[src/rtl/bram_stream_reader.sv]
// Streams sequential words out of the 1024x16 block RAM onto a valid/ready port.
// Covers the RAM's one-cycle read latency with a 2-entry skid FIFO and an in-flight flag.
module bram_stream_reader #(
  parameter int DW   = 16,
  parameter int WL   = 1024,
  parameter int LENW = 11
) (
  input  logic                  CLK,
  input  logic                  RST,
  input  logic                  start,
  input  logic [$clog2(WL)-1:0] base,
  input  logic [LENW-1:0]       len,
  output logic                  busy,
  output logic                  done,
  output logic [12:0]           A,
  output logic                  EN,
  output logic [3:0]            WE,
  output logic [DW-1:0]         Di,
  input  logic [DW-1:0]         Do,
  output logic [DW-1:0]         m_tdata,
  output logic                  m_tvalid,
  input  logic                  m_tready,
  output logic                  m_tlast
);
  localparam int AW = $clog2(WL);

  typedef enum logic [1:0] {IDLE, RUN, FIN} state_t;

  state_t          r_state, w_next;
  logic [AW-1:0]   r_base;
  logic [LENW-1:0] r_len, r_rd_cnt, r_out_cnt;
  logic [DW-1:0]   r_mem [2];
  logic            r_wptr, r_rptr, r_inflight;
  logic [1:0]      r_count;
  logic [12:0]     r_a;
  logic            r_busy, r_done;

  logic            w_pop, w_issue, w_last_pop;
  logic [AW-1:0]   w_idx;
  logic [12:0]     w_addr;
  logic [LENW-1:0] w_len_m1;

  assign w_len_m1   = r_len - {{(LENW-1){1'b0}}, 1'b1};
  assign m_tvalid   = (r_count != 2'd0);
  assign m_tdata    = r_mem[r_rptr];
  assign m_tlast    = m_tvalid && (r_out_cnt == w_len_m1);
  assign w_pop      = m_tvalid & m_tready;
  assign w_last_pop = w_pop && (r_out_cnt == w_len_m1);

  // Room check counts the word still in flight and credits a same-cycle pop,
  // so the FIFO never needs a third slot.
  assign w_issue = (r_state == RUN) && (r_rd_cnt < r_len) &&
                   (({1'b0, r_count} + {2'b0, r_inflight}) < (3'd2 + {2'b0, w_pop}));

  assign w_idx  = r_base + r_rd_cnt[AW-1:0];
  assign w_addr = {{(11-AW){1'b0}}, w_idx, 2'b00};
  assign A      = w_issue ? w_addr : r_a;
  assign EN     = r_busy;
  assign WE     = 4'b0;
  assign Di     = '0;
  assign busy   = r_busy;
  assign done   = r_done;

  always_comb begin
    w_next = r_state;
    case (r_state)
      IDLE: if (start) w_next = (len != '0) ? RUN : FIN;
      RUN:  if (w_last_pop) w_next = FIN;
      FIN:  w_next = IDLE;
      default: w_next = IDLE;
    endcase
  end

  always_ff @(posedge CLK) begin
    if (RST) begin
      r_state    <= IDLE;
      r_busy     <= 1'b0;
      r_done     <= 1'b0;
      r_base     <= '0;
      r_len      <= '0;
      r_rd_cnt   <= '0;
      r_out_cnt  <= '0;
      r_a        <= '0;
      r_inflight <= 1'b0;
      r_wptr     <= 1'b0;
      r_rptr     <= 1'b0;
      r_count    <= 2'd0;
      r_mem[0]   <= '0;
      r_mem[1]   <= '0;
    end else begin
      r_state    <= w_next;
      r_busy     <= (w_next == RUN);
      r_done     <= (w_next == FIN);
      r_inflight <= w_issue;
      if (r_state == IDLE && start) begin
        r_base    <= base;
        r_len     <= len;
        r_rd_cnt  <= '0;
        r_out_cnt <= '0;
      end else begin
        if (w_issue) r_rd_cnt  <= r_rd_cnt + {{(LENW-1){1'b0}}, 1'b1};
        if (w_pop)   r_out_cnt <= r_out_cnt + {{(LENW-1){1'b0}}, 1'b1};
      end
      if (w_issue) r_a <= w_addr;
      if (r_inflight) begin
        r_mem[r_wptr] <= Do;
        r_wptr        <= ~r_wptr;
      end
      if (w_pop) r_rptr <= ~r_rptr;
      r_count <= r_count + {1'b0, r_inflight} - {1'b0, w_pop};
    end
  end
endmodule

[config.mk]
export PLATFORM = sky130hd
export DESIGN_NAME = bram_stream_reader
export DESIGN_NICKNAME = d
export VERILOG_FILES = /design/src/rtl/bram_stream_reader.sv
export SDC_FILE = /design/constraint.sdc
export NUM_CORES = 1
export LEC_CHECK = 0
export CAP_MARGIN = 40
export CORE_ASPECT_RATIO = 2
export CORE_MARGIN = 1.5
export CORE_UTILIZATION = 41
export CTS_CLUSTER_DIAMETER = 80
export DETAILED_ROUTE_END_ITERATION = 10
export DONT_BUFFER_PORTS = 1
export PLACE_DENSITY = 0.61
export SYNTH_ARGS = -nofsm -noshare
export SYNTH_HDL_FRONTEND = slang
export SYNTH_SLANG_ARGS = --single-unit
[constraint.sdc]
create_clock -name CLK -period 2.41 [get_ports CLK]
set_clock_uncertainty 0.05 [all_clocks]
set_input_delay 0.241 -clock CLK [delete_from_list [all_inputs] [get_ports CLK]]
set_output_delay 0.241 -clock CLK [all_outputs]
set_load 0.02 [all_outputs]
==> out/qor.csv, run 1 <==
stage;metric;value;unit
cells_and_area;final_util;51.7;%
power_and_ir_drop;max-vdd-ir-drop;0.517;mV
synthesis;netlist_area;5170;um^2
synthesis;syn-mean-instance-area;9.57;um^2
routing;post_drt_wl_per_cell;17.6;um
routing;wl;13.1;mm
routing;dr_total_vias;3995;
die;ios;95;
routing;drcViolationCount;0;
synthesis;ys.flop_type;dfxtp_1;
run_status;status;finished, violations left;
cells_and_area;nets;659;
critical_path;worstSetupPathType;reg -> out;
synthesis;synth_commonest_cells;nand2_1, dfxtp_1, and2_1, a21oi_1, nor2_1;
placed_design;placed_cell_area;5460;um^2
die;start_util;42.4;%
cells_and_area;final_area;6310;um^2
clock_network;cts.reportedPaths.clkPinSlew;0.07;ns
die;core_area;12200;um^2
cells_and_area;final_layout_size_suffix_gt1_share;24.5;%
critical_path;worst_setup_path_start_kind;flop;
critical_path;required;2.12;ns
sta;rsz0062_at_grt;true;
synthesis;synth-seq-cells;98;
synthesis;seq_area_frac_synth;44.1;%
clock_network;clk_latency;0.34;ns
sta;setup_viol;16;
synthesis;yosys.area.top_type_share;25.5;%
die;die_width;82.4;um
synthesis;synth_area_leader_cell;dfxtp_1;
die;dieArea;13300;um^2
sta;worst_pin_slew;0.689;ns
sta;fin_crit_sh;110;%
grt;antenna_found_initial;0;
sta;max_slew_margin;54.1;%
synthesis;synth_cells;541;
clock_network;cts_tree;built;
power_and_ir_drop;power;0.00449;W
cells_and_area;n_antenna_cell;0;
cells_and_area;area_delta_synth_final;21.9;%
run_status;violations;negative setup slack;
cells_and_area;multi_input_area;2920;um^2
routing;first_iter_violations;168;
sta;slew_violations;0;
cells_and_area;ff_latch_area;2300;um^2
clock_network;cts_root_buf;clkbuf_16;
synthesis;yosysUniqueCellTypes;57;
critical_path;crit_path_max_fanout;5;
die;core.rowCount;57;
placed_design;dpl.hpwl;9.43;mm
synthesis;yosys_warnings;0;
placed_design;portBuffers;0;
synthesis;yosysMostFrequentCell;nand2_1;
sta;tns;-1.87;ns
critical_path;cp.arrival;2.35;ns
power_and_ir_drop;power_leakage;2.52;nW
cells_and_area;fill_cells;1117;
clock_network;cts.sinks;98;
routing;ant_nets;0;
grt;grt_usage;20.2;%
clock_network;htreeDepth;3;
placed_design;gp_congestion;0.927;
synthesis;synthTopCellsByArea;dfxtp_1, edfxtp_1, ha_1;
grt;grt_pass1_vias;4120;
critical_path;setup.worst_path.end_class;primary output;
die;die_h;162;um
clock_network;numCtsBuffers;9;
sta;fin_crit;2.64;ns
worst_hold_path;hold_path_class;in -> reg;
grt;grt_overflow;0;
sta;hold_violations;0;
sta;fmax;378;MHz
routing;drtPass1Iterations;6;
grt;grt_max_degree;38;
grt;grt_pass1_wl;20.3;mm
sta;fin_hold_ws;0.0211;ns
synthesis;synth_edf_count;32;
synthesis;async_flop_share;0;%
run;max_cap_violations;0;
routing;viasPerCell;5.38;
clock_network;max-clock-path-buffers;2;
sta;setup_slack;-0.235;ns
power_and_ir_drop;p_per_area;711;nW/um^2
-- per-layer routing --
layer	part of all wire, %	GRT usage, %	up-vias
met1	33	18.6	1928
met4	5.8	12.2	0
li1	-	-	1929
met5	0	0	-
met2	57	38.1	95
met3	4.1	4.27	43
-- worst paths after layout --
| check | cells after the start | slack (ns) | startpoint | end |
|---|---|---|---|---|
| max | 10 | -0.23 | r_len[10] | A[11] |
| min | 2 | 0.02 | base[0] | r_base[0] |
| max reg2reg | 10 | -0.18 | r_rd_cnt[8] | r_rd_cnt[7] |
| min reg2reg | 1 | 0.41 | r_a[1] | r_a[1] |
-- power by group --
part	internal (W)	switching, W	total, W	leakage, nW
clock network	0.000717	0.000672	0.00139	0.135
logic	0.000519	0.000640	0.00116	1.51
registers	0.00183	0.000113	0.00194	0.874
total	0.00306	0.00143	0.00449	2.52
-- logic make-up (layout without fill, tap and decap cells) --
kind of cell    after synthesis  in the layout  share of synthesized area (%)
fa+ha+maj                    27             27                           6.67
simple gates                209            209                           21.0
buf+inv                      63             99                           6.17
flops                        98             98                           44.1
other cells                   1             20                         0.0725
compound gates               82             82                           10.5
xor+xnor                     36             36                           6.09
mux                          25             25                           5.39
-- worst max-delay path, cell delays in order, from the launching register on --
cell	delay (ns)
dfxtp_2	0.33
inv_1	0.04
ha_2	0.32
and4_4	0.22
nand3_1	0.09
and4b_2	0.25
o21a_4	0.14
buf_6	0.13
o2111a_1	0.12
a211oi_2	0.20
buf_4	0.17
-- registers in the layout (all words and copies together), names as in the netlist, named ones only --
| register | flops |
|---|---|
| done | 1 |
| r_out_cnt | 11 |
| r_wptr | 1 |
| r_len | 11 |
| r_mem | 32 |
| r_rptr | 1 |
| r_rd_cnt | 11 |
| r_a | 13 |
| EN | 1 |
| r_count | 2 |
| r_inflight | 1 |
| r_state | 2 |
| r_base | 10 |
-- cells in the final DEF (no fill, tap or decap), types with 20 or more instances in the layout --
| master | synthesis | final |
|---|---|---|
| edfxtp_1 | 32 | 32 |
| nor2_1 | 33 | 31 |
| conb_1 | 1 | 20 |
| and2_1 | 40 | 37 |
| xnor2_1 | 22 | 22 |
| dfxtp_1 | 66 | 56 |
| a21oi_1 | 36 | 34 |
| buf_4 | 21 | 37 |
| nand2_1 | 69 | 66 |
-- metrics by stage --
step,std cells,worst slack [ns]
2_1_floorplan,560,0.00698
5_1_grt,743,-0.306
6_report,743,-0.235
3_5_place_dp,700,-0.00794
4_1_cts,739,-0.213
3_3_place_gp,700,0.00522
-- timing repair --
item / in CTS / in global routing
gates resized for setup: 51 / 29
endpoints found under the hold margin: 39 / 2
buffers inserted: 8 / 3
setup endpoints to repair: 23 / 18
hold buffers: 16 / 2
pin swaps: 14 / 11
-- cell type report --
type / count / share of cell area, %
clock inverter: 7 / 0.912
multi-input combinational: 399 / 46.2
inverter: 21 / 1.25
clock buffer: 9 / 3.57
tap: 147 / 2.91
sequential: 98 / 36.4
timing repair buffer: 62 / 8.72
Power figures use the tool's default switching activity.
==> run 2: changes to the inputs <==
- CTS_CLUSTER_DIAMETER: 80 -> 50
==> results of run 2 <==
Final layout, timing and power as in run 1 (identical DEF).
==> run 3: changes to the inputs <==
- GPL_TIMING_DRIVEN: unset -> 0
==> out/qor.csv, run 3 (same netlist as run 1, synthesis figures left out) <==
stage;metric;value;unit;change
critical_path;crit_path_max_fanout;5;;unchanged
power_and_ir_drop;max-vdd-ir-drop;0.475;mV;was 0.517 mV
cells_and_area;layout_common_cells;nand2_1, dfxtp_1, buf_4;;was nand2_1, dfxtp_1, and2_1, buf_4, a21oi_1
cells_and_area;area_delta_synth_final;25.7;%;was 21.9%
placed_design;portBuffers;0;;unchanged
worst_hold_path;hold_path_class;in -> reg;;unchanged
placed_design;dpl.hpwl;9.77;mm;was 9.43 mm
routing;wl;13.2;mm;was 13.1 mm
die;core.rowCount;57;;unchanged
grt;grt_overflow;0;;unchanged
clock_network;cts_tree;built;;unchanged
die;die_width;82.4;um;unchanged
critical_path;setup.worst_path.end_class;primary output;;unchanged
clock_network;clk_latency;0.35;ns;was 0.34 ns
sta;max_slew_margin;48.9;%;was 54.1%
die;start_util;42.4;%;unchanged
cells_and_area;n_antenna_cell;0;;unchanged
critical_path;cp_slowest_cell;dfxtp_4;;was dfxtp_2
run;max_cap_violations;0;;unchanged
sta;rsz0062_at_grt;true;;unchanged
grt;grt_max_degree;19;;was 38
cells_and_area;ff_latch_area;2330;um^2;was 2300 um^2
critical_path;required;2.12;ns;about the same
cells_and_area;multi_input_area;2900;um^2;was 2920 um^2
die;die_h;162;um;unchanged
cells_and_area;nets;683;;was 659
critical_path;path_cells;ha_4 > ha_4 > nor4b_4 > o21ai_1 > and4b_2 > o21a_1 > buf_6 > buf_6 > mux2_4;;was inv_1 > ha_2 > and4_4 > nand3_1 > and4b_2 > o21a_4 > buf_6 > o2111a_1 > a211oi_2 > buf_4
grt;antenna_found_initial;0;;unchanged
power_and_ir_drop;p_per_area;727;nW/um^2;was 711 nW/um^2
critical_path;rr_worst_depth;10;;unchanged
clock_network;htreeDepth;3;;unchanged
critical_path;cp_slowest_stage_delay;0.36;ns;was 0.33 ns
critical_path;critical_path_depth;9;;was 10
sta;hold_violations;0;;unchanged
die;core_area;12200;um^2;unchanged
critical_path;cp.arrival;2.36;ns;was 2.35 ns
grt;grt_usage;20.7;%;was 20.2%
routing;drtPass1Iterations;4;;was 6
sta;fin_hold_ws;0.0377;ns;was 0.0211 ns
sta;setup_viol;14;;was 16
critical_path;critical_path.top_delay_family;simple AND/OR/NAND/NOR gates;;unchanged
critical_path;worstSetupPathType;reg -> out;;unchanged
routing;post_drt_wl_per_cell;17.3;um;was 17.6 um
worst_hold_path;hold_depth;1;;was 2
cells_and_area;final_layout_size_suffix_gt1_share;24.5;%;about the same
placed_design;gp_congestion;0.872;;was 0.927
power_and_ir_drop;power_leakage;2.59;nW;was 2.52 nW
die;dieArea;13300;um^2;unchanged
cells_and_area;fill_cells;1093;;was 1117
placed_design;pre_cts_slack;-0.449;ns;was -0.00794 ns
clock_network;numCtsBuffers;9;;unchanged
clock_network;max-clock-path-buffers;2;;unchanged
cells_and_area;reg_top3;r_mem (32), r_a (13);;unchanged
sta;fin_crit_sh;110;%;about the same
sta;slew_violations;0;;unchanged
routing;ant_nets;0;;unchanged
routing;dr_total_vias;4002;;was 3995
critical_path;worst_setup_path_start_kind;flop;;unchanged
routing;viasPerCell;5.22;;was 5.38
sta;worst_pin_slew;0.766;ns;was 0.689 ns
die;ios;95;;unchanged
sta;fmax;377;MHz;was 378 MHz
routing;first_iter_violations;133;;was 168
clock_network;cts_root_buf;clkbuf_16;;unchanged
clock_network;cts.reportedPaths.clkPinSlew;0.07;ns;about the same
run_status;violations;negative setup slack;;unchanged
cells_and_area;final_common_cell;nand2_1;;unchanged
run_status;status;finished, violations left;;unchanged
grt;grt_pass1_vias;4132;;was 4120
routing;drcViolationCount;0;;unchanged
sta;fin_crit;2.65;ns;was 2.64 ns
cells_and_area;largest_register;r_mem;;unchanged
sta;setup_slack;-0.243;ns;was -0.235 ns
grt;grt_pass1_wl;20.5;mm;was 20.3 mm
clock_network;cts.sinks;98;;unchanged
cells_and_area;largest_reg_flops;32;;unchanged
critical_path;path_buf_inv;2;;was 3
run 3: worst reg2reg max path: cells and delay by family, from the launching register on:
kind	cells	cell delay, ns
flops	1	0.36
buf+inv	2	0.30
simple gates	3	1.00
fa+ha+maj	2	0.32
compound gates	3	0.30
run 3: cell type report:
| cell class | count | share of cell area [%] |
|---|---|---|
| clock buffers | 9 | 3.46 |
| well taps | 147 | 2.83 |
| repair buffers | 44 | 6.15 |
| clock inverters | 7 | 1.67 |
| plain buffers | 42 | 4.21 |
| flip-flops and latches | 98 | 35.8 |
| inverters | 21 | 1.25 |
| multi-input cells | 399 | 44.6 |
run 3: through the flow:
stage	power (W)	TNS [ns]	std cells	utilization [%]	area, um^2
after floorplan	0.00271	0	560	-	5270
after global placement	0.00289	-5.39	707	44.7	5450
after detailed placement	0.00291	-6.80	707	44.7	5450
after CTS	0.00473	-3.39	762	52.4	6390
after global routing	0.00495	-4.02	767	53.3	6510
final	0.00473	-2.54	767	53.3	6510
run 3: timing repair:
| action | 4_1_cts | 5_1_grt |
|---|---|---|
| hold buffers | 22 | 0 |
| hold endpoints to repair | 23 | 0 |
| setup buffers | 17 | 5 |
| setup endpoints to repair | 38 | 28 |
| pin swaps | 16 | 10 |
| resized for setup | 78 | 21 |
run 3: layer usage:
layer | global-route usage (%) | vias up | part of all wire (%)
met1 | 18.3 | 1903 | 33
li1 | - | 1977 | -
met3 | 3.76 | 24 | 4.4
met5 | 0 | - | 0
met2 | 41.3 | 98 | 59
met4 | 10.2 | 0 | 3.6
run 3: where the power goes:
| group | internal (W) | total [W] | switching (W) |
|---|---|---|---|
| combinational | 0.000511 | 0.00119 | 0.000680 |
| clock | 0.000931 | 0.00161 | 0.000682 |
| sequential | 0.00183 | 0.00193 | 0.0000963 |
| total | 0.00327 | 0.00473 | 0.00146 |
run 3: path summary, 6_finish.rpt:
path	endpoint	slack [ns]	start
worst max-delay path	A[2]	-0.24	r_count[0]
worst min-delay path	r_mem[1][4]	0.04	Do[4]
worst max register to register	r_rd_cnt[5]	0.01	r_count[0]
worst min register to register	r_a[1]	0.42	r_a[1]
